`config.mk`:
```
export PLATFORM = sky130hd
export DESIGN_NAME = apb2_master_arbiter
export DESIGN_NICKNAME = d
export VERILOG_FILES = /design/src/rtl/apb2_master_arbiter.sv
export SDC_FILE = /design/constraint.sdc
export NUM_CORES = 1
export LEC_CHECK = 0
export BUFFER_PORTS_ARGS = -buffer_cell sky130_fd_sc_hd__buf_2
export CAP_MARGIN = 40
export CORE_MARGIN = 5
export CORE_UTILIZATION = 48
export CTS_BUF_LIST = sky130_fd_sc_hd__clkbuf_8
export CTS_CLUSTER_SIZE = 8
export DETAILED_ROUTE_END_ITERATION = 10
export PLACE_DENSITY = 0.9
export SYNTH_ARGS = -nofsm -noshare
export SYNTH_HDL_FRONTEND = slang
export SYNTH_SLANG_ARGS = --single-unit
```
`constraint.sdc`:
```
create_clock -name pclk -period 2.1 [get_ports pclk]
set_input_delay 0 -clock pclk [delete_from_list [all_inputs] [get_ports pclk]]
set_output_delay 0 -clock pclk [all_outputs]
set_load 0.01 [all_outputs]
```
`src/rtl/apb2_master_arbiter.sv`:
```
// apb2_master_arbiter: round-robin bridge from two req/ack agents onto one APB2 segment.
// Each granted request runs a fixed SETUP -> ACCESS -> DONE sequence and ends with a
// one-cycle ack to the winner. Every output comes straight from a flop, so no input
// can reach an output through combinational logic.
module apb2_master_arbiter #(
  parameter int ADDR_WIDTH = 8,
  parameter int DATA_WIDTH = 8
) (
  input  logic                  pclk,
  input  logic                  presetn,

  input  logic                  r0_req,
  input  logic                  r0_write,
  input  logic [ADDR_WIDTH-1:0] r0_addr,
  input  logic [DATA_WIDTH-1:0] r0_wdata,
  output logic                  r0_ack,
  output logic [DATA_WIDTH-1:0] r0_rdata,

  input  logic                  r1_req,
  input  logic                  r1_write,
  input  logic [ADDR_WIDTH-1:0] r1_addr,
  input  logic [DATA_WIDTH-1:0] r1_wdata,
  output logic                  r1_ack,
  output logic [DATA_WIDTH-1:0] r1_rdata,

  output logic [ADDR_WIDTH-1:0] paddr,
  output logic                  psel,
  output logic                  penable,
  output logic                  pwrite,
  output logic [DATA_WIDTH-1:0] pwdata,
  input  logic [DATA_WIDTH-1:0] prdata,

  output logic                  busy
);

  typedef enum logic [1:0] {
    IDLE,
    SETUP,
    ACCESS,
    DONE
  } state_e;

  state_e                  state_q;
  logic                    grant_q;
  logic                    lastGrant_q;
  logic [ADDR_WIDTH-1:0]   paddr_q;
  logic [DATA_WIDTH-1:0]   pwdata_q;
  logic                    pwrite_q;
  logic                    psel_q;
  logic                    penable_q;
  logic                    busy_q;
  logic                    r0Ack_q;
  logic                    r1Ack_q;
  logic [DATA_WIDTH-1:0]   r0Rdata_q;
  logic [DATA_WIDTH-1:0]   r1Rdata_q;

  logic                    reqAny;
  logic                    grant_d;
  logic [ADDR_WIDTH-1:0]   selAddr;
  logic [DATA_WIDTH-1:0]   selWdata;
  logic                    selWrite;

  // Round-robin pick: a lone request wins outright; on a tie the agent not served last time wins.
  always_comb begin
    reqAny = r0_req | r1_req;
    grant_d = 1'b0;
    if (r0_req && r1_req) begin
      grant_d = ~lastGrant_q;
    end else if (r1_req) begin
      grant_d = 1'b1;
    end
    selAddr  = grant_d ? r1_addr  : r0_addr;
    selWdata = grant_d ? r1_wdata : r0_wdata;
    selWrite = grant_d ? r1_write : r0_write;
  end

  // Transfer sequencer: latches the winner's command at grant, drives the APB phases, returns data and ack.
  always_ff @(posedge pclk or negedge presetn) begin
    if (!presetn) begin
      state_q     <= IDLE;
      grant_q     <= 1'b0;
      lastGrant_q <= 1'b1;
      paddr_q     <= '0;
      pwdata_q    <= '0;
      pwrite_q    <= 1'b0;
      psel_q      <= 1'b0;
      penable_q   <= 1'b0;
      busy_q      <= 1'b0;
      r0Ack_q     <= 1'b0;
      r1Ack_q     <= 1'b0;
      r0Rdata_q   <= '0;
      r1Rdata_q   <= '0;
    end else begin
      r0Ack_q <= 1'b0;
      r1Ack_q <= 1'b0;
      case (state_q)
        IDLE: begin
          if (reqAny) begin
            grant_q     <= grant_d;
            lastGrant_q <= grant_d;
            paddr_q     <= selAddr;
            pwdata_q    <= selWdata;
            pwrite_q    <= selWrite;
            psel_q      <= 1'b1;
            penable_q   <= 1'b0;
            busy_q      <= 1'b1;
            state_q     <= SETUP;
          end
        end
        SETUP: begin
          penable_q <= 1'b1;
          state_q   <= ACCESS;
        end
        ACCESS: begin
          psel_q    <= 1'b0;
          penable_q <= 1'b0;
          if (!pwrite_q) begin
            if (grant_q) begin
              r1Rdata_q <= prdata;
            end else begin
              r0Rdata_q <= prdata;
            end
          end
          r0Ack_q <= ~grant_q;
          r1Ack_q <= grant_q;
          state_q <= DONE;
        end
        DONE: begin
          busy_q  <= 1'b0;
          state_q <= IDLE;
        end
        default: begin
          psel_q    <= 1'b0;
          penable_q <= 1'b0;
          busy_q    <= 1'b0;
          state_q   <= IDLE;
        end
      endcase
    end
  end

  assign paddr    = paddr_q;
  assign pwdata   = pwdata_q;
  assign pwrite   = pwrite_q;
  assign psel     = psel_q;
  assign penable  = penable_q;
  assign busy     = busy_q;
  assign r0_ack   = r0Ack_q;
  assign r1_ack   = r1Ack_q;
  assign r0_rdata = r0Rdata_q;
  assign r1_rdata = r1Rdata_q;

endmodule

```
==> results of run 1 <==
## worst max-delay path, delay by kind of cell, from the launching register on
kind / cells / cell delay [ns]
DFF: 1 / 0.41
muxes: 1 / 0.34
buffers and inverters: 2 / 0.33
and+or+nand+nor: 2 / 0.33
adders and majority gates: 1 / 0.23
## registers in the layout, indices dropped and copies added (netlist names)
name and count:
paddr 8, pwdata 8, r0_rdata 8, r1_rdata 8, state_q 2, busy 1
grant_q 1, lastGrant_q 1, penable 1, psel 1, pwrite 1, r0_ack 1
r1_ack 1
## layout by cell type (no fill, tap or decap), types with 2 or more instances in the layout
cell type / Yosys / final
sky130_fd_sc_hd__clkinvlp_4: 0 / 2
sky130_fd_sc_hd__a21oi_2: 9 / 9
sky130_fd_sc_hd__a21oi_1: 28 / 28
sky130_fd_sc_hd__clkbuf_8: 0 / 5
sky130_fd_sc_hd__nor2_1: 19 / 19
sky130_fd_sc_hd__dlygate4sd3_1: 0 / 31
sky130_fd_sc_hd__buf_4: 4 / 2
sky130_fd_sc_hd__buf_2: 2 / 83
sky130_fd_sc_hd__nand2_1: 18 / 18
sky130_fd_sc_hd__mux2_2: 17 / 17
sky130_fd_sc_hd__ha_1: 6 / 6
sky130_fd_sc_hd__inv_1: 2 / 2
sky130_fd_sc_hd__nor2b_1: 2 / 2
sky130_fd_sc_hd__dfrtp_1: 41 / 41
## kinds of logic (layout without fill, tap and decap cells)
family | Yosys count | after routing
AO/OA/AOI/OAI | 45 | 45
flip-flops | 42 | 42
multiplexers | 18 | 18
adder cells (fa/ha/maj) | 6 | 6
AND/OR/NAND/NOR | 44 | 44
buffers and inverters | 10 | 127
## final cells by class
type,instances,area (um^2)
fillers,254,980
multi-input cells,113,769
well taps,48,60.1
clock inverters,3,45.0
flip-flops and latches,42,1050
repair buffers,117,761
inverters,2,7.51
clock buffers,5,68.8
## how the worst max path moves through the flow
stage	from	to	slack (ns)
after floorplan	state_q[0]	state_q[1]	0.52
after global placement	state_q[0]	state_q[1]	0.44
after detailed placement	state_q[0]	r0_rdata[5]	0.34
after CTS	state_q[0]	r0_rdata[5]	0.33
after global routing	state_q[0]	r0_rdata[1]	0.21
final	state_q[0]	r0_rdata[7]	0.34
## stage by stage
stage | area (um^2) | instances | power (uW) | util, %
floorplan | 1890 | 165 | 2510 | -
global placement | 2320 | 290 | 3040 | 62.0
detailed placement | 2340 | 291 | 3140 | 62.5
CTS | 2760 | 330 | 3810 | 73.8
global route | 2760 | 330 | 4070 | 73.8
finish | 2760 | 330 | 3800 | 73.8
## timing repair
action                    CTS  global route
hold endpoints to repair   75             0
hold buffers               31             0
gates resized for setup     0             0
## power by group through the flow
stage               registers (uW)  clock network (uW)  logic (uW)
floorplan                     1630                   0         883
global placement              1450                   0        1580
CTS                           1470                 640        1710
global route                  1520                 681        1860
detailed placement            1480                   0        1660
finish                        1470                 623        1700
## routing by layer
metal  track usage [%]  share of wire, %  vias to the layer above  wire length [um]
li1                  -                 -                      796                 -
met1              24.7                41                      779              2100
met2              34.6                48                       84              2490
met3              7.44               9.8                        8               503
met4              3.69              0.95                        0                49
met5                 0                 0                        -                 0
==> impl_table.tex, run 1 <==
\begin{tabular}{lr}
\hline
Metric & Value \\
\hline
\multicolumn{2}{l}{\textbf{Synth}} \\
\quad Multiplexer share of the synthesized area & roughly 11\% \\
\quad Number of flops mapped to enable cells by yosys & 0 \\
\quad Post-synthesis cell type with the largest combined area & sky130\_fd\_sc\_hd\_\_dfrtp\_1 \\
\quad Largest family of logic cells by synthesized area & compound AO/OA/AOI/OAI gates \\
\quad Ys flop type & sky130\_fd\_sc\_hd\_\_dfrtp\_1 \\
\quad Largest cells by area after synthesis & sky130\_fd\_sc\_hd\_\_dfrtp\_1, sky130\_fd\_sc\_hd\_\_mux2\_2, sky130\_fd\_sc\_hd\_\_a21oi\_1 \\
\quad Top cell type's share of synthesized area & between 50 and 60\% \\
\quad Basic-gate share of the synthesized area counting and, or, nand and nor cells & between 10\% and 20\% \\
\quad Adder-cell share of the synthesized area & 3.97\% \\
\quad Mapped Nets & between 200 and 250 \\
\quad Part of the Yosys area used for sequential elements & between 50 and 60\% \\
\quad Number of unique standard cell types used by synthesis & 27 \\
\quad Xor and xnor fraction of the mapped netlist area & 0\% \\
\quad Most common cell in the synthesized netlist & sky130\_fd\_sc\_hd\_\_dfrtp\_1 \\
\quad Cell area after synthesis & about 0.0019 mm\^{}2 \\
\quad Top cells by instance count after synthesis & sky130\_fd\_sc\_hd\_\_dfrtp\_1, sky130\_fd\_sc\_hd\_\_a21oi\_1, sky130\_fd\_sc\_hd\_\_nor2\_1 \\
\quad Synthesized flop and latch total & 42 \\
\quad Share of the synthesized area in compound gates (AO/OA/AOI/OAI) & between 10\% and 20\% \\
\quad Number of instances in the synthesized netlist & approximately 170 \\
\quad Synth warnings & 0 \\
\quad Share of synthesized registers carrying an async set or reset & 100\% \\
\quad Per-instance average area after synthesis & roughly 11 um\^{}2 \\
\multicolumn{2}{l}{\textbf{Pwr}} \\
\quad Relative contribution of combinational cells to total power & approximately 45\% \\
\quad Internal power consumption & roughly 2400 uW \\
\quad Static power due to leakage & 0.00134 uW \\
\quad Power density cells & between 1000 and 1500 mW/mm\^{}2 \\
\quad IR Drop Worst-Case VDD & roughly 0.00079 V \\
\quad Net switching share of the total power & 37.3\% \\
\quad Register share of total power & $\sim$39\% \\
\quad Switching pwr & around 1400 uW \\
\quad Clock network fraction of total power & between 15 and 20\% \\
\multicolumn{2}{l}{\textbf{Clock tree}} \\
\quad Total setup buffers inserted after CTS & 0 \\
\quad \# clock sinks & 42 \\
\quad CTS H-Tree Depth & 2 \\
\quad CTS root buf & sky130\_fd\_sc\_hd\_\_clkbuf\_8 \\
\quad Clock buffer depth & 2 \\
\quad Clock insertion delay at the later pin of the skew report & roughly 0.29 ns \\
\quad CTS Buf Count & 5 \\
\quad CTS tree & yes \\
\quad CTS clock-pin slew for the worst setup and hold paths & 0.08 ns \\
\multicolumn{2}{l}{\textbf{Final layout}} \\
\quad Antenna cells & 0 \\
\quad Syn-to-layout area delta & 46.1\% \\
\quad Fraction of layout instances using a drive strength above 1 & between 40\% and 50\% \\
\quad Net count, final & 333 \\
\multicolumn{2}{l}{\textbf{Global routing}} \\
\quad Global-route wire length before repair & 8.26 mm \\
\quad Global-route usage over all layers & around a fifth \\
\quad Congestion Overflow GR & 0 \\
\quad Number of antenna violations at the first check in global routing & 0 \\
\quad Vias in the first global route & 1748 \\
\quad Pin count of the biggest net entering global routing & 37 \\
\multicolumn{2}{l}{\textbf{Floorplanning}} \\
\quad Starting density of the core & 50.5\% \\
\quad Die Outline Area & 0.00530 mm\^{}2 \\
\quad Number of rows created at floorplan & 22 \\
\quad Die X-Extent & slightly above 70 um \\
\quad Placeable core region & about 0.0037 mm\^{}2 \\
\quad Die boundary height & about 73 um \\
\quad IO Count & 84 \\
\multicolumn{2}{l}{\textbf{Placed design}} \\
\quad Count of port buffers added during placement & between 80 and 90 \\
\quad Dpl hpwl & approximately 3.3 mm \\
\quad Placer's final routability congestion estimate & between 0.8 and 0.9 \\
\quad Worst Setup Slack post-DPL & $\sim$0.34 ns \\
\multicolumn{2}{l}{\textbf{Timing}} \\
\quad Max transition margin & 47.1\% \\
\quad Final setup violating endpoints & 0 \\
\quad Least-Margin Pin Slew & between 0.7 and 0.8 ns \\
\quad Unrepaired setup endpoints after global routing & no \\
\quad Shortest period the worst path allows & around 1.8 ns \\
\quad Post-route fraction of the period consumed by the critical path & around 84\% \\
\quad Final number of max-transition violations & 0 \\
\quad Worst Clk Skew & 0.00398 ns \\
\quad Highest clock rate & around 570 MHz \\
\quad Total count of hold-check failures in the final report & 0 \\
\quad Final critical-path setup slack & between 0.3 and 0.4 ns \\
\quad Final setup TNS & 0 ns \\
\quad Hold WS & between 0.01 and 0.015 ns \\
\multicolumn{2}{l}{\textbf{Min path}} \\
\quad Hold path depth & 3 \\
\quad HP Start & r1\_wdata[0] \\
\quad Worst min-delay path endpoint & pwdata[0] \\
\quad Hold crit path type & input pin to flop \\
\multicolumn{2}{l}{\textbf{Drt}} \\
\quad Average vias per placed instance & 5.05 \\
\quad Drt first-iter violations & 95 \\
\quad Detailed-route via count & between 1500 and 2000 \\
\quad Number of iterations in the first detailed-routing pass & 4 \\
\quad Routed wire length & approximately 5.1 mm \\
\quad Remaining DRCs & 0 \\
\quad Routed len/inst & 15.6 um \\
\quad DRT antenna net count & 0 \\
\multicolumn{2}{l}{\textbf{Job}} \\
\quad Max cap viols & 0 \\
\multicolumn{2}{l}{\textbf{Worst setup path}} \\
\quad Endpoint kind of the worst setup timing path & flop \\
\quad CP Launch Type & flop \\
\quad Chain of cells forming the critical path & inv\_1 -> ha\_1 -> nor2b\_1 -> nor2b\_1 -> buf\_4 -> mux2\_2 \\
\quad CP max stage cell & sky130\_fd\_sc\_hd\_\_dfrtp\_1 \\
\quad Worst flop-to-flop path startpoint & state\_q[0] \\
\quad Critical Path Max Stage Delay & 0.41 ns \\
\quad Setup slack, reg-to-reg & 0.34 ns \\
\quad Data required time at the worst endpoint & about 2.3 ns \\
\quad Path type of the worst setup path & flop to flop \\
\quad Worst-case reg-to-reg path depth & 6 \\
\quad Capturing point of the worst reg2reg path & r0\_rdata[7] \\
\quad Peak fanout along the critical path & 8 \\
\quad Most common cell on crit path & sky130\_fd\_sc\_hd\_\_nor2b\_1 \\
\quad Arrival time reported for the critical path endpoint & just under 2 ns \\
\multicolumn{2}{l}{\textbf{Outcome}} \\
\quad Result of the run & completed \\
\hline
\end{tabular}
Power figures use the tool's default switching activity.
==> inputs of run 2 (changes only) <==
--- a/config.mk
+++ b/config.mk
@@ -5,14 +5,15 @@
 export SDC_FILE = /design/constraint.sdc
 export NUM_CORES = 1
 export LEC_CHECK = 0
+export ABC_AREA = 1
 export BUFFER_PORTS_ARGS = -buffer_cell sky130_fd_sc_hd__buf_2
 export CAP_MARGIN = 40
 export CORE_MARGIN = 5
-export CORE_UTILIZATION = 48
+export CORE_UTILIZATION = 50
 export CTS_BUF_LIST = sky130_fd_sc_hd__clkbuf_8
 export CTS_CLUSTER_SIZE = 8
 export DETAILED_ROUTE_END_ITERATION = 10
-export PLACE_DENSITY = 0.9
+export PLACE_DENSITY = 0.91
 export SYNTH_ARGS = -nofsm -noshare
 export SYNTH_HDL_FRONTEND = slang
 export SYNTH_SLANG_ARGS = --single-unit
==> constraint.sdc (replaced) <==
create_clock -name pclk -period 1.8 [get_ports pclk]
set_input_delay 0 -clock pclk [delete_from_list [all_inputs] [get_ports pclk]]
set_output_delay 0 -clock pclk [all_outputs]
set_load 0.01 [all_outputs]
==> impl_table.tex, run 2 <==
\begin{tabular}{lr}
\hline
Metric & Value \\
\hline
\multicolumn{2}{l}{\textbf{Synth}} \\
\quad Top cell type's share of synthesized area & 49.8\% (-4.4 points) \\
\quad Per-instance average area after synthesis & 8.04 um\^{}2 (-30\%) \\
\quad Number of instances in the synthesized netlist & 256 (+55\%) \\
\quad Post-synthesis cell type with the largest combined area & sky130\_fd\_sc\_hd\_\_dfrtp\_1 \\
\quad Most common cell in the synthesized netlist & sky130\_fd\_sc\_hd\_\_nand2\_1 \\
\quad Synth warnings & 0 (unchanged) \\
\quad Part of the Yosys area used for sequential elements & 51.1\% (-4.5 points) \\
\quad Synthesized flop and latch total & 42 (unchanged) \\
\quad Number of flops mapped to enable cells by yosys & 0 (unchanged) \\
\quad Largest cells by area after synthesis & sky130\_fd\_sc\_hd\_\_dfrtp\_1, sky130\_fd\_sc\_hd\_\_nand2\_1, sky130\_fd\_sc\_hd\_\_inv\_1 \\
\quad Share of synthesized registers carrying an async set or reset & 100\% (unchanged) \\
\quad Mapped Nets & 308 (+42\%) \\
\quad Number of unique standard cell types used by synthesis & 19 (-30\%) \\
\quad Top cells by instance count after synthesis & sky130\_fd\_sc\_hd\_\_nand2\_1, sky130\_fd\_sc\_hd\_\_inv\_1, sky130\_fd\_sc\_hd\_\_dfrtp\_1 \\
\quad Ys flop type & sky130\_fd\_sc\_hd\_\_dfrtp\_1 \\
\quad Cell area after synthesis & 0.00206 mm\^{}2 (+8.8\%) \\
\multicolumn{2}{l}{\textbf{Placed design}} \\
\quad Worst Setup Slack post-DPL & 0.297 ns (-0.0476 ns) \\
\quad Count of port buffers added during placement & 83 (unchanged) \\
\quad Placer's final routability congestion estimate & 0.763 (-8.3\%) \\
\quad Dpl hpwl & 3.46 mm (+4.0\%) \\
\quad Placed cell areas & 0.00250 mm\^{}2 (+6.8\%) \\
\quad Placed cell count & 383 (+32\%) \\
\multicolumn{2}{l}{\textbf{Floorplanning}} \\
\quad Die boundary height & 74.2 um (+1.9\%) \\
\quad Number of rows created at floorplan & 23 (+4.5\%) \\
\quad Die X-Extent & 74.2 um (+1.9\%) \\
\quad Placeable core region & 0.00400 mm\^{}2 (+6.9\%) \\
\quad IO Count & 84 (unchanged) \\
\quad Starting density of the core & 51.5\% (+0.92 points) \\
\quad Die Outline Area & 0.00550 mm\^{}2 (+3.8\%) \\
\multicolumn{2}{l}{\textbf{Timing}} \\
\quad Highest clock rate & 664 MHz (+17\%) \\
\quad Final setup TNS & 0 ns (unchanged) \\
\quad Post-route fraction of the period consumed by the critical path & 83.6\% (-0.40 points) \\
\quad Final critical-path setup slack & 0.295 ns (-0.0407 ns) \\
\quad Max transition margin & 66.1\% (+19 points) \\
\quad Final number of max-transition violations & 0 (unchanged) \\
\quad Shortest period the worst path allows & 1.51 ns (-0.259 ns) \\
\quad Worst Clk Skew & 0.00740 ns (+0.00342 ns) \\
\quad Total count of hold-check failures in the final report & 0 (unchanged) \\
\quad Final setup violating endpoints & 0 (unchanged) \\
\quad Least-Margin Pin Slew & 0.509 ns (-0.285 ns) \\
\quad Unrepaired setup endpoints after global routing & no \\
\multicolumn{2}{l}{\textbf{Clock tree}} \\
\quad CTS Buf Count & 5 (unchanged) \\
\quad Number of cells upsized or downsized after cts & 0 (unchanged) \\
\quad CTS clock-pin slew for the worst setup and hold paths & 0.08 ns (about the same) \\
\quad CTS tree & yes \\
\quad \# clock sinks & 42 (unchanged) \\
\quad Clock buffer depth & 2 (unchanged) \\
\quad CTS root buf & sky130\_fd\_sc\_hd\_\_clkbuf\_8 \\
\quad CTS H-Tree Depth & 2 (unchanged) \\
\quad Clock insertion delay at the later pin of the skew report & 0.29 ns (about the same) \\
\multicolumn{2}{l}{\textbf{Drt}} \\
\quad Average vias per placed instance & 4.74 (-6.3\%) \\
\quad Remaining DRCs & 0 (unchanged) \\
\quad Number of iterations in the first detailed-routing pass & 4 (unchanged) \\
\quad DRT antenna net count & 0 (unchanged) \\
\quad Detailed-route via count & 1899 (+14\%) \\
\quad Routed wire length & 4.94 mm (-3.9\%) \\
\quad Routed len/inst & 12.3 um (-21\%) \\
\quad Drt first-iter violations & 116 (+22\%) \\
\multicolumn{2}{l}{\textbf{Min path}} \\
\quad Hold path depth & 5 (+2) \\
\quad Hold crit path type & input pin to flop \\
\quad Worst min-delay path endpoint & pwdata[7] \\
\quad HP Start & r0\_wdata[7] \\
\multicolumn{2}{l}{\textbf{Worst setup path}} \\
\quad Setup slack, reg-to-reg & 0.29 ns (-0.04 ns) \\
\quad Path type of the worst setup path & flop to flop \\
\quad Peak fanout along the critical path & 17 (+9) \\
\quad Worst-case reg-to-reg path depth & 6 (unchanged) \\
\quad Critical Path Max Stage Delay & 0.42 ns (about the same) \\
\quad Arrival time reported for the critical path endpoint & 1.73 ns (-0.21 ns) \\
\quad Endpoint kind of the worst setup timing path & flop \\
\quad Chain of cells forming the critical path & inv\_1 -> ha\_1 -> inv\_1 -> nor2\_4 -> nand3\_1 -> nand2\_1 \\
\quad Data required time at the worst endpoint & 2.03 ns (-0.25 ns) \\
\quad Capturing point of the worst reg2reg path & pwdata[0] \\
\quad CP max stage cell & sky130\_fd\_sc\_hd\_\_dfrtp\_1 \\
\quad CP Launch Type & flop \\
\quad Most common cell on crit path & sky130\_fd\_sc\_hd\_\_inv\_1 \\
\quad Worst flop-to-flop path startpoint & state\_q[1] \\
\multicolumn{2}{l}{\textbf{Final layout}} \\
\quad Antenna cells & 0 (unchanged) \\
\quad Net count, final & 402 (+21\%) \\
\quad Syn-to-layout area delta & 30.8\% \\
\quad Fraction of layout instances using a drive strength above 1 & 30.2\% (-15 points) \\
\quad Non-filler cells, final & 401 (+22\%) \\
\quad \# fillers & 319 (+26\%) \\
\quad Commonest non-fill, non-tap cell in the layout & sky130\_fd\_sc\_hd\_\_nand2\_1 \\
\quad Finished Cell Area & 0.00269 mm\^{}2 (-2.6\%) \\
\quad Most frequent cells in the layout & sky130\_fd\_sc\_hd\_\_nand2\_1, sky130\_fd\_sc\_hd\_\_buf\_2, sky130\_fd\_sc\_hd\_\_inv\_1, sky130\_fd\_sc\_hd\_\_dfrtp\_1, sky130\_fd\_sc\_hd\_\_nand3\_1 \\
\multicolumn{2}{l}{\textbf{Pwr}} \\
\quad Power density cells & 1560 mW/mm\^{}2 (+13\%) \\
\quad Final Power & 4200 uW (+10\%) \\
\quad Relative contribution of combinational cells to total power & 45.2\% (+0.3 points) \\
\quad Internal power consumption & 2490 uW (+4.4\%) \\
\quad Register share of total power & 40.3\% (+1.6 points) \\
\quad Switching pwr & 1710 uW (+21\%) \\
\quad Net switching share of the total power & 40.7\% (+3.4 points) \\
\quad Static power due to leakage & 0.00165 uW (+23\%) \\
\quad Clock network fraction of total power & 14.4\% (-2.0 points) \\
\quad IR Drop Worst-Case VDD & 0.000791 V (+0.66\%) \\
\multicolumn{2}{l}{\textbf{Global routing}} \\
\quad Pin count of the biggest net entering global routing & 43 (+16\%) \\
\quad Congestion Overflow GR & 0 (unchanged) \\
\quad Global-route usage over all layers & 19.7\% (-0.48 points) \\
\quad Vias in the first global route & 1865 (+6.7\%) \\
\quad Number of antenna violations at the first check in global routing & 0 (unchanged) \\
\quad Global-route wire length before repair & 8.26 mm (unchanged) \\
\multicolumn{2}{l}{\textbf{Job}} \\
\quad Max cap viols & 0 (unchanged) \\
\multicolumn{2}{l}{\textbf{Outcome}} \\
\quad Result of the run & completed \\
\hline
\end{tabular}
run 2: cell types whose count changed after synthesis, moves of 2 or more:
cell / change
sky130_fd_sc_hd__o21ai_2: +5
sky130_fd_sc_hd__nand2_2: +2
sky130_fd_sc_hd__inv_1: +49
sky130_fd_sc_hd__o21ai_1: +3
sky130_fd_sc_hd__a21oi_2: -9
sky130_fd_sc_hd__nor2b_1: -2
sky130_fd_sc_hd__nand2_1: +66
sky130_fd_sc_hd__o21ai_0: +10
sky130_fd_sc_hd__a21oi_1: -28
sky130_fd_sc_hd__nor2_1: -18
sky130_fd_sc_hd__nand3_1: +36
sky130_fd_sc_hd__buf_2: +3
sky130_fd_sc_hd__mux2_2: -17
run 2: metrics by stage:
step	util (%)	hold WS, ns
final	67.3	0.00921
after global routing	67.3	0.0292
after CTS	67.3	0.00123
after detailed placement	62.5	0.0943
after global placement	62.5	0.0854
after floorplan	-	-0.296
run 2: final cells by class:
cell class / count / area, um^2 / share of cell area (%)
flip-flops and latches: 42 / 1050 / 39.1
multi-input cells: 154 / 756 / 28.1
repair buffers: 96 / 538 / 20.0
inverters: 51 / 191 / 7.11
clock buffers: 6 / 82.6 / 3.07
well taps: 50 / 62.6 / 2.32
clock inverters: 2 / 8.76 / 0.325
run 2: worst max path at each step:
stage,start,endpoint,depth (start not counted)
global placement,state_q[1],pwdata[2],6
detailed placement,state_q[0],pwdata[0],6
floorplan,state_q[0],r0_rdata[6],8
CTS,state_q[0],pwdata[0],6
finish,state_q[1],pwdata[0],6
global route,state_q[0],pwrite,6
run 2: cells by family (layout without fill, tap and decap cells):
logic type	after synthesis	in the layout	share of synthesized area, %
simple gates	128	128	27.1
compound gates	20	20	5.96
flops	42	42	51.1
buf+inv	60	155	12.2
fa+ha+maj	6	6	3.65
run 2: routing by layer:
metal	wire, um	track usage, %	vias up
met5	0	0	-
met4	184	10.5	0
met3	231	3.38	20
met2	2570	33.9	52
met1	1960	23.7	866
li1	-	-	961
run 2: critical path: cells and delay by family, from the launching register on:
family | cells | cell delay [ns]
simple gates | 3 | 0.56
flops | 1 | 0.42
fa+ha+maj | 1 | 0.23
buf+inv | 2 | 0.24
run 2: repair_timing:
action | CTS | global route
hold buffers | 10 | 0
setup buffers | 0 | 0
endpoints found under the hold margin | 53 | 0
run 2: power groups by stage:
stage	clock [uW]	sequential [uW]	combinational, uW
after floorplan	0	1890	997
after global placement	0	1700	1820
after detailed placement	0	1700	1900
after CTS	617	1690	1920
after global routing	643	1750	2140
final	605	1690	1900
==> inputs of run 3 (changes only) <==
==> constraint.sdc (replaced) <==
create_clock -name pclk -period 1.4 [get_ports pclk]
set_input_delay 0 -clock pclk [delete_from_list [all_inputs] [get_ports pclk]]
set_output_delay 0 -clock pclk [all_outputs]
set_load 0.01 [all_outputs]
==> impl_table.tex, run 3 (synthesis results as in run 2) <==
\begin{tabular}{lr}
\hline
Metric & Value \\
\hline
\multicolumn{2}{l}{\textbf{Global routing}} \\
\quad Number of antenna violations at the first check in global routing & 0 (unchanged) \\
\quad Global-route usage over all layers & 22.3\% (+2.6 points) \\
\quad Global-route wire length before repair & 9.27 mm (+12\%) \\
\quad Vias in the first global route & 2054 (+10\%) \\
\quad Pin count of the biggest net entering global routing & 24 (-44\%) \\
\quad Congestion Overflow GR & 0 (unchanged) \\
\multicolumn{2}{l}{\textbf{Worst setup path}} \\
\quad Chain of cells forming the critical path & inv\_1 -> ha\_4 -> inv\_1 -> nor2\_4 -> buf\_12 -> nand3\_1 -> nand2\_1 \\
\quad Peak fanout along the critical path & 17 (unchanged) \\
\quad Critical Path Max Stage Delay & 0.45 ns (+0.03 ns) \\
\quad Most common cell on crit path & sky130\_fd\_sc\_hd\_\_inv\_1 \\
\quad CP max stage cell & sky130\_fd\_sc\_hd\_\_dfrtp\_2 \\
\quad Data required time at the worst endpoint & 1.63 ns (-0.40 ns) \\
\quad Path type of the worst setup path & flop to flop \\
\quad Arrival time reported for the critical path endpoint & 1.62 ns (-0.11 ns) \\
\quad CP Launch Type & flop \\
\quad Cell family with most CP delay & flip-flops \\
\quad Number of buffer and inverter stages on the critical path & 3 (+1) \\
\quad Endpoint kind of the worst setup timing path & flop \\
\multicolumn{2}{l}{\textbf{Floorplanning}} \\
\quad Die boundary height & 74.2 um (unchanged) \\
\quad Starting density of the core & 51.5\% (unchanged) \\
\quad Die X-Extent & 74.2 um (unchanged) \\
\quad IO Count & 84 (unchanged) \\
\quad Number of rows created at floorplan & 23 (unchanged) \\
\quad Die Outline Area & 0.00550 mm\^{}2 (unchanged) \\
\quad Placeable core region & 0.00400 mm\^{}2 (unchanged) \\
\multicolumn{2}{l}{\textbf{Drt}} \\
\quad Drt first-iter violations & 164 (+41\%) \\
\quad Detailed-route via count & 2075 (+9.3\%) \\
\quad DRT antenna net count & 0 (unchanged) \\
\quad Routed wire length & 6.09 mm (+23\%) \\
\quad Remaining DRCs & 0 (unchanged) \\
\quad Routed len/inst & 14.8 um (+20\%) \\
\quad Average vias per placed instance & 5.04 (+6.4\%) \\
\quad Number of iterations in the first detailed-routing pass & 4 (unchanged) \\
\multicolumn{2}{l}{\textbf{Timing}} \\
\quad Final setup violating endpoints & 0 (unchanged) \\
\quad Unrepaired setup endpoints after global routing & yes \\
\quad Shortest period the worst path allows & 1.39 ns (-0.113 ns) \\
\quad Highest clock rate & 718 MHz (+8.1\%) \\
\quad Final number of max-transition violations & 0 (unchanged) \\
\quad Least-Margin Pin Slew & 0.481 ns (-0.0278 ns) \\
\quad Hold WS & -0.00277 ns (-0.0120 ns) \\
\quad Max transition margin & 67.9\% (+1.9 points) \\
\quad Post-route fraction of the period consumed by the critical path & 99.5\% (+16 points) \\
\quad Total count of hold-check failures in the final report & 1 (+1) \\
\quad Worst Clk Skew & 0.00914 ns (+0.00173 ns) \\
\multicolumn{2}{l}{\textbf{Final layout}} \\
\quad Commonest non-fill, non-tap cell in the layout & sky130\_fd\_sc\_hd\_\_buf\_2 \\
\quad Most frequent cells in the layout & sky130\_fd\_sc\_hd\_\_buf\_2, sky130\_fd\_sc\_hd\_\_nand2\_1, sky130\_fd\_sc\_hd\_\_inv\_1, sky130\_fd\_sc\_hd\_\_dfrtp\_1, sky130\_fd\_sc\_hd\_\_nand3\_1 \\
\quad Net count, final & 413 (+2.7\%) \\
\quad Antenna cells & 0 (unchanged) \\
\quad \# fillers & 260 (-18\%) \\
\quad Fraction of layout instances using a drive strength above 1 & 34.3\% (+4.1 points) \\
\quad Syn-to-layout area delta & 41.2\% \\
\quad Core occupancy in the finished layout & 72.6\% (+5.3 points) \\
\quad Non-filler cells, final & 412 (+2.7\%) \\
\multicolumn{2}{l}{\textbf{Clock tree}} \\
\quad \# clock sinks & 42 (unchanged) \\
\quad CTS H-Tree Depth & 2 (unchanged) \\
\quad CTS tree & yes \\
\quad CTS Buf Count & 5 (unchanged) \\
\quad Clock buffer depth & 2 (unchanged) \\
\quad Clock insertion delay at the later pin of the skew report & 0.30 ns (about the same) \\
\quad CTS clock-pin slew for the worst setup and hold paths & 0.08 ns (about the same) \\
\quad CTS root buf & sky130\_fd\_sc\_hd\_\_clkbuf\_8 \\
\multicolumn{2}{l}{\textbf{Outcome}} \\
\quad Result of the run & finished, violations left \\
\quad Failing checks & hold timing \\
\multicolumn{2}{l}{\textbf{Pwr}} \\
\quad Power density cells & 2120 mW/mm\^{}2 (+36\%) \\
\quad IR Drop Worst-Case VDD & 0.00103 V (+30\%) \\
\quad Static power due to leakage & 0.00173 uW (+4.5\%) \\
\multicolumn{2}{l}{\textbf{Placed design}} \\
\quad Count of port buffers added during placement & 83 (unchanged) \\
\quad Placed cell count & 389 (+1.6\%) \\
\quad Placer's final routability congestion estimate & 0.889 (+17\%) \\
\quad Dpl hpwl & 3.74 mm (+8.1\%) \\
\multicolumn{2}{l}{\textbf{Job}} \\
\quad Max cap viols & 0 (unchanged) \\
\multicolumn{2}{l}{\textbf{Min path}} \\
\quad Hold crit path type & input pin to flop \\
\hline
\end{tabular}
## run 3: repair_timing
item,in CTS,in global routing
pin swaps,1,1
setup buffers,0,0
endpoints found under the setup margin,8,37
cloned,1,0
gates resized for setup,2,18
hold buffers,14,0
endpoints found under the hold margin,35,0
## run 3: stage by stage
step / setup TNS [ns] / area, um^2 / total power (uW) / hold WS, ns / setup slack [ns]
6_report: 0 / 2910 / 6160 / -0.00277 / 0.00762
5_1_grt: -0.346 / 2910 / 6590 / 0.0212 / -0.0435
4_1_cts: 0 / 2850 / 5870 / 0.000726 / 0.0208
3_5_place_dp: -0.459 / 2580 / 4840 / -0.0202 / -0.0755
3_3_place_gp: 0 / 2580 / 4690 / -0.0249 / 0.0803
2_1_floorplan: 0 / 2060 / 3710 / -0.296 / 0.0652
## run 3: final timing paths
kind | start | end | slack, ns | cells past startpoint
worst max-delay path | state_q[1] | pwdata[2] | 0.008 | 7
worst min-delay path | r0_addr[3] | paddr[3] | -0.003 | 5
worst max register to register | state_q[1] | pwdata[2] | 0.008 | 7
worst min register to register | pwdata[7] | pwdata[7] | 0.48 | 2
max in group asynchronous | presetn | paddr[7] | 0.72 | 3
min in group asynchronous | presetn | psel | 0.19 | 2
## run 3: layout make-up
| class | count | area (um^2) | share of cell area [%] |
|---|---|---|---|
| tap | 50 | 62.6 | 2.15 |
| multi-input combinational | 155 | 825 | 28.4 |
| sequential | 42 | 1050 | 36.3 |
| inverter | 51 | 194 | 6.68 |
| clock buffer | 5 | 68.8 | 2.37 |
| timing repair buffer | 106 | 661 | 22.7 |
| clock inverter | 3 | 41.3 | 1.42 |
## run 3: metal layers
layer	track usage [%]	vias to the layer above	routed length [um]
li1	-	983	-
met3	4.73	33	346
met4	16.1	0	340
met5	0	-	0
met2	36.3	96	3190
met1	26.1	963	2220
## run 3: worst min-delay path: cells and delay by family
kind / cells / cell delay (ns)
AND/OR/NAND/NOR: 3 / 0.17
buffers and inverters: 2 / 0.10
## run 3: report_power, final
group | internal (uW) | switching (uW) | leakage [uW]
Sequential | 1840 | 394 | 0.000511
Combinational | 1240 | 1750 | 0.00116
Clock | 525 | 420 | 0.0000556
